<file path="src/rtl/ps2_kbd_tx.sv">
// Device-side PS/2 transmitter: queues scan-code bytes in a small FIFO and
// serialises each as an 11-bit frame (start, 8 data LSB first, odd parity, stop).
module ps2_kbd_tx #(
    parameter int HALF_PERIOD = 8,
    parameter int GAP         = 16,
    parameter int FIFO_DEPTH  = 4
) (
    input  logic                          clk,
    input  logic                          rst,
    input  logic [7:0]                    in_data,
    input  logic                          in_valid,
    output logic                          in_ready,
    output logic                          ps2_clk,
    output logic                          ps2_data,
    output logic                          busy,
    output logic [$clog2(FIFO_DEPTH):0]   fifo_count
);
    localparam int AW   = $clog2(FIFO_DEPTH);
    localparam int PMAX = (HALF_PERIOD > GAP) ? HALF_PERIOD : GAP;
    localparam int PW   = $clog2(PMAX);

    localparam logic [PW-1:0] H_LAST = PW'(HALF_PERIOD - 1);
    localparam logic [PW-1:0] G_LAST = PW'(GAP - 1);
    localparam logic [AW:0]   FULL   = (AW + 1)'(FIFO_DEPTH);

    localparam logic [1:0] S_IDLE = 2'd0;
    localparam logic [1:0] S_HI   = 2'd1;
    localparam logic [1:0] S_LO   = 2'd2;
    localparam logic [1:0] S_GAP  = 2'd3;

    logic [7:0]    mem [FIFO_DEPTH];
    logic [AW-1:0] wr_ptr;
    logic [AW-1:0] rd_ptr;
    logic [AW:0]   count;
    logic [1:0]    state;
    logic [PW-1:0] phase;
    logic [3:0]    bit_idx;
    logic [7:0]    shreg;
    logic [10:0]   frame;
    logic          cur_bit;
    logic          push;
    logic          pop;

    assign in_ready   = (count != FULL);
    assign fifo_count = count;
    assign push       = in_valid && in_ready;
    assign pop        = (state == S_IDLE) && (count != '0);

    always_comb begin
        frame   = {1'b1, ~^shreg, shreg, 1'b0};
        cur_bit = frame[bit_idx];
    end

    always_ff @(posedge clk) begin
        if (push) begin
            mem[wr_ptr] <= in_data;
        end
    end

    always_ff @(posedge clk or posedge rst) begin
        if (rst) begin
            wr_ptr <= '0;
            rd_ptr <= '0;
            count  <= '0;
        end else begin
            if (push) begin
                wr_ptr <= wr_ptr + AW'(1);
            end
            if (pop) begin
                rd_ptr <= rd_ptr + AW'(1);
            end
            case ({push, pop})
                2'b10:   count <= count + (AW + 1)'(1);
                2'b01:   count <= count - (AW + 1)'(1);
                default: count <= count;
            endcase
        end
    end

    always_ff @(posedge clk or posedge rst) begin
        if (rst) begin
            state   <= S_IDLE;
            phase   <= '0;
            bit_idx <= '0;
            shreg   <= '0;
        end else begin
            case (state)
                S_IDLE: begin
                    phase <= '0;
                    if (pop) begin
                        shreg   <= mem[rd_ptr];
                        bit_idx <= '0;
                        state   <= S_HI;
                    end
                end
                S_HI: begin
                    if (phase == H_LAST) begin
                        phase <= '0;
                        state <= S_LO;
                    end else begin
                        phase <= phase + PW'(1);
                    end
                end
                S_LO: begin
                    if (phase == H_LAST) begin
                        phase <= '0;
                        if (bit_idx == 4'd10) begin
                            state <= S_GAP;
                        end else begin
                            bit_idx <= bit_idx + 4'd1;
                            state   <= S_HI;
                        end
                    end else begin
                        phase <= phase + PW'(1);
                    end
                end
                default: begin
                    if (phase == G_LAST) begin
                        phase <= '0;
                        state <= S_IDLE;
                    end else begin
                        phase <= phase + PW'(1);
                    end
                end
            endcase
        end
    end

    // Lines are registered from the current state, so they trail the FSM by one cycle.
    always_ff @(posedge clk or posedge rst) begin
        if (rst) begin
            ps2_clk  <= 1'b1;
            ps2_data <= 1'b1;
            busy     <= 1'b0;
        end else begin
            ps2_clk  <= (state != S_LO);
            ps2_data <= ((state == S_HI) || (state == S_LO)) ? cur_bit : 1'b1;
            busy     <= (state != S_IDLE);
        end
    end

endmodule

</file>
<file path="config.mk">
export PLATFORM = sky130hd
export DESIGN_NAME = ps2_kbd_tx
export DESIGN_NICKNAME = d
export VERILOG_FILES = /design/src/rtl/ps2_kbd_tx.sv
export SDC_FILE = /design/constraint.sdc
export NUM_CORES = 1
export LEC_CHECK = 0
export BUFFER_PORTS_ARGS = -buffer_cell sky130_fd_sc_hd__buf_2
export CELL_PAD_IN_SITES_DETAIL_PLACEMENT = 0
export CELL_PAD_IN_SITES_GLOBAL_PLACEMENT = 1
export CORE_MARGIN = 8
export CORE_UTILIZATION = 30
export DETAILED_ROUTE_END_ITERATION = 6
export GPL_TIMING_DRIVEN = 0
export HOLD_SLACK_MARGIN = 0.03
export PLACE_DENSITY = 0.58
export SYNTH_ARGS = -nofsm -noshare
export SYNTH_HDL_FRONTEND = slang
export SYNTH_SLANG_ARGS = --single-unit
</file>
<file path="constraint.sdc">
create_clock -name clk -period 4.15 [get_ports clk]
set_input_delay 0.415 -clock clk [delete_from_list [all_inputs] [get_ports clk]]
set_output_delay 0.415 -clock clk [all_outputs]
set_load 0.005 [all_outputs]
</file>
==> results.tsv, run 1 <==
metric	value	unit
crit-path max cell delay	420	ps
Fmax	0.421	GHz
max cap viols	0	
worst hold slack	289	ps
arrival time at the worst endpoint	2640	ps
FP Rows	35	
crit-path max FO	10	
cts bufs inserted	9	
Post-Syn Area	2750	µm²
Reg2Reg Depth	11	
# IOs	18	
P per Cell Area	468	nW/µm²
CTS-repair resized insts	0	
DR vias	1577	
Final nets	254	
hold_sp	in_data[6]	
global-route wire length before repair	8510	µm
minimum clock period	2370	ps
worst slew pin tran	1100	ps
vias per cell	4.56	
RSZ-0062 raised after global routing	false	
residual DRC count	0	
Core Region	9060	µm²
Initial Utilization	30.3	%
crit end category	flop	
syn avg cell area	13.6	µm²
Slew Limit Headroom	26.3	%
die height	112	µm
Worst Clk Skew	7.60	ps
Max Slew Vio Count	0	
CTS tree	built	
Skew-Pair Late Insertion Delay	340	ps
Synth cell types	44	
setup repair bufs after CTS	0	
Reg clk slew, reported paths	70	ps
global route overflow	0	
Post-synth EDFFs	32	
largest net degree at the start of global routing	29	
Crit-path slowest cell	dfrtp_1	
FF-to-FF End	fifo_count[2]$_DFFE_PP0P_	
Yosys warning total	0	
Leak	1.34	nW
antenna violation net count after detailed routing	0	
FF+latch count, synth	60	
hpwl dp	3290	µm
Mapped Nets	226	
buffers added on ports	17	
Layout area overhead	15.4	%
Final Non-Filler Cells	346	
Worst IR Drop VDD	199	µV
Die ar.	12500	µm²
hold buffers post-CTS	0	
share of cells above drive strength 1	23.0	%
Reg2Reg Launch Point	state[0]$_DFFE_PP0P_	
Final TNS setup	0	ps
final wirelength	4800	µm
commonest non-fill, non-tap cell in the layout	edfxtp_1	
status	finished, final reports clean	
Core Util, Final	35.0	%
Root Driver	clkbuf_8	
Worst EP required	4410	ps
Setup crit end	fifo_count[2]$_DFFE_PP0P_	
Mapped Cells	202	
vias in the first global route	1696	
clk sinks	60	
First-pass DRT Iterations	4	
total global-route track usage	8.72	%
sequential area share after synthesis	60.6	%
crit path kind	reg2reg	
Clock Path Buffers	2	
Final Hold Fails	0	
most frequent cells in the layout	edfxtp_1 (32), nand2_1 (30), dfrtp_1 (26)	
worst reg2reg setup slack	1780	ps
Most used DFF post-synth	edfxtp_1	
Critical Path, Cell by Cell	inv_1 > ha_1 > nand2b_1 > buf_4 > clkinv_1 > ha_1 > inv_1 > fa_1 > xor2_1 > nor2_1 > xor2_1	
# diodes	0	
WL/cell	13.9	µm
Setup WS post-layout	1780	ps
Starting DRT DRC Count	39	
HP Class	in2reg	
crit path from	state[0]$_DFFE_PP0P_	
final setup vio count	0	
Chip Width	112	µm
startpoint types	flop	
# placed instances	330	
H-tree levels	3	
initial antenna violation count	0	
RePlAce Congestion	0.688	
Synth async-reset ratio	46.7	%
dpl ws	1770	ps
Final Cycle Share	57.2	%
## power breakdown
group / internal [mW] / switching, mW / leakage [nW]
combinational: 0.0834 / 0.109 / 0.619
clock: 0.280 / 0.244 / 0.0958
sequential: 0.725 / 0.0437 / 0.623
total: 1.09 / 0.397 / 1.34
## per-stage QoR
stage               total power, mW  area [µm²]
global placement              0.977        2970
global route                   1.57        3170
floorplan                     0.905        2750
CTS                            1.51        3170
detailed placement            0.983        2970
finish                         1.48        3170
## synth_stat cells (all sizes together) (2+ instances only)
library cell	number	share of area, %
edfxtp	32	35
nand2	30	4.1
dfrtp	26	24
inv	14	1.9
ha	12	5.5
xnor2	12	3.8
mux4	9	7.4
nor2	8	1.1
o21ai	6	1.1
a21oi	5	0.91
and3	4	0.91
buf	4	1.3
xor2	4	1.3
nand3	3	0.55
nor3	3	0.73
nor4	3	0.68
dfstp	2	1.9
mux2i	2	0.73
## state kept, by name, summed over array words and instances, names as in the netlist
name        count
rd_ptr          2
wr_ptr          2
busy            1
ps2_clk         1
state           2
fifo_count      3
shreg           8
mem            32
ps2_data        1
bit_idx         4
phase           4
## metal layers
layer / part of all wire, % / track usage, % / wire [µm] / vias up
met5: 0 / 0 / 0 / -
met4: 2.9 / 5.47 / 137 / 0
met3: 2.9 / 2.60 / 141 / 12
met2: 47 / 14.2 / 2240 / 20
met1: 48 / 9.83 / 2280 / 767
li1: - / - / - / 778
## how the worst min path moves through the flow
stage / slack [ps] / cells past startpoint / to
detailed placement: 460 / 1 / phase[0]$_DFF_PP0_
finish: 290 / 1 / mem[3][6]$_DFFE_PP_
global route: 280 / 1 / mem[3][6]$_DFFE_PP_
global placement: 450 / 1 / phase[0]$_DFF_PP0_
CTS: 270 / 1 / mem[3][6]$_DFFE_PP_
floorplan: 430 / 1 / phase[0]$_DFF_PP0_
## worst max-delay path: cells and delay by family, from the launching register on
family	cells	cell delay, ps
adders and majority gates	3	840
buffers and inverters	4	540
DFF	1	420
xor gates and xnor gates	2	300
and+or+nand+nor	2	190
## logic make-up after synthesis
group                      Yosys count  synth area share, %
and+or+nand+nor                     61                 11.6
muxes                               12                 8.52
buffers and inverters               20                 3.46
AOI/OAI and AO/OA                   20                 4.56
xor gates and xnor gates            16                 5.10
adders and majority gates           13                 6.20
DFF                                 60                 60.6
## area by class of cell
class	count	area, µm²
flip-flops and latches	60	1660
well taps	111	139
multi-input cells	122	987
clock inverters	7	76.3
repair buffers	17	85.1
inverters	15	56.3
plain buffers	5	38.8
clock buffers	9	124
fillers	893	5890
Power figures use the tool's default switching activity.
==> run 2, diff against run 1 <==
==> constraint.sdc (replaced) <==
create_clock -name clk -period 2.24 [get_ports clk]
set_input_delay 0.224 -clock clk [delete_from_list [all_inputs] [get_ports clk]]
set_output_delay 0.224 -clock clk [all_outputs]
set_load 0.005 [all_outputs]
==> run 2 against run 1 <==
Compared with the run above:
- routed wire length grew 0.54%
- sequential share of layout area fell by 1.1 points
- largest power group unchanged
- combinational power increased by 91%
- flip-flop and latch count is the same
- die area stayed put
- highest routed layer unchanged
==> results.tsv, run 2 (synthesis gave the netlist of run 1 again) <==
metric	value	unit
Fmax	0.480	GHz
Root Driver	clkbuf_8	
Final Hold Fails	0	
H-tree levels	3	
Worst IR Drop VDD	369	µV
CP dominant cell by count	xor2_1	
DR vias	1601	
Fillers	892	
total global-route track usage	8.76	%
global-route wire length before repair	8570	µm
Die ar.	12500	µm²
Reg with most FFs	mem	
final wirelength	4820	µm
FP Rows	35	
Final nets	258	
P per Cell Area	853	nW/µm²
Final TNS setup	0	ps
arrival time at the worst endpoint	2350	ps
Layout area overhead	17.9	%
Core Region	9060	µm²
Final Cycle Share	93.0	%
status	finished, final reports clean	
Chip Width	112	µm
post-route cell area	3240	µm²
Slew Limit Headroom	26.2	%
commonest non-fill, non-tap cell in the layout	edfxtp_1	
Total Power	2.76	mW
Critical Path, Cell by Cell	inv_2 > ha_4 > nand2b_1 > buf_6 > inv_8 > ha_2 > inv_1 > fa_1 > xor2_1 > nor2_1 > xor2_1	
cts bufs inserted	9	
Clock Path Buffers	2	
Largest register FFs	32	
Max Slew Vio Count	0	
die height	112	µm
Setup WS post-layout	156	ps
dpl ws	-136	ps
startpoint types	flop	
buffers added on ports	17	
max cap viols	0	
# placed instances	330	
most frequent cells in the layout	edfxtp_1 (32), nand2_1 (30), dfrtp_1 (25)	
final setup vio count	0	
DP Area	2970	µm²
RePlAce Congestion	0.688	
crit-path max cell delay	420	ps
Skew-Pair Late Insertion Delay	340	ps
# diodes	0	
Reg clk slew, reported paths	70	ps
HP Class	in2reg	
WL/cell	13.8	µm
worst hold slack	97.7	ps
Core Util, Final	35.7	%
crit-path max FO	10	
vias in the first global route	1706	
Leak	1.36	nW
initial antenna violation count	0	
area of the multi-input gates	1010	µm²
crit path kind	reg2reg	
crit end category	flop	
vias per cell	4.57	
Initial Utilization	30.3	%
Worst EP required	2500	ps
minimum clock period	2080	ps
Starting DRT DRC Count	35	
Final Non-Filler Cells	350	
CTS tree	built	
Register Area	1670	µm²
Largest regs	mem x32, shreg x8	
First-pass DRT Iterations	4	
Crit-path slowest cell	dfrtp_1	
antenna violation net count after detailed routing	0	
Worst Clk Skew	6.62	ps
hpwl dp	3290	µm
largest net degree at the start of global routing	29	
worst slew pin tran	1110	ps
clk sinks	60	
global route overflow	0	
residual DRC count	0	
share of cells above drive strength 1	27.6	%
# IOs	18	
-- run 2: per-layer routing --
layer,global-route usage (%),routed length [µm]
met1,9.86,2280
met2,14.3,2260
met3,2.60,143
met4,5.47,137
met5,0,0
-- run 2: timing repair --
item | CTS | global route
hold buffers | 0 | 0
endpoints found under the setup margin | 2 | 1
buffers inserted | 0 | 4
pin swaps | 0 | 1
resized for setup | 4 | 9
-- run 2: power breakdown --
part | internal, mW | switching [mW]
combinational | 0.161 | 0.207
sequential | 1.34 | 0.0817
clock | 0.518 | 0.450
-- run 2: final timing paths --
| kind | startpoint | to | slack [ps] | cells past startpoint |
|---|---|---|---|---|
| min in group asynchronous | rst | fifo_count[1]$_DFFE_PP0P_ | 150 | 2 |
| worst min-delay path | in_data[6] | mem[3][6]$_DFFE_PP_ | 100 | 1 |
| worst max register to register | state[1]$_DFFE_PP0P_ | fifo_count[2]$_DFFE_PP0P_ | 160 | 11 |
| worst max-delay path | state[1]$_DFFE_PP0P_ | fifo_count[2]$_DFFE_PP0P_ | 160 | 11 |
| max in group asynchronous | rst | state[0]$_DFFE_PP0P_ | 1350 | 2 |
| worst min register to register | phase[0]$_DFF_PP0_ | phase[0]$_DFF_PP0_ | 460 | 1 |
-- run 2: cell type report --
class / instances / area share, %
buffer: 5 / 1.31
tap: 111 / 4.29
clock buffer: 9 / 3.83
sequential: 60 / 51.4
timing repair buffer: 21 / 3.55
clock inverter: 7 / 2.36
inverter: 15 / 2.05
multi-input combinational: 122 / 31.2
-- run 2: worst max-delay path: cells and delay by family, from the launching register on --
family / cells / cell delay (ps)
AND/OR/NAND/NOR: 2 / 200
adder cells (fa/ha/maj): 3 / 710
flip-flops: 1 / 420
buffers and inverters: 4 / 380
XOR/XNOR: 2 / 300
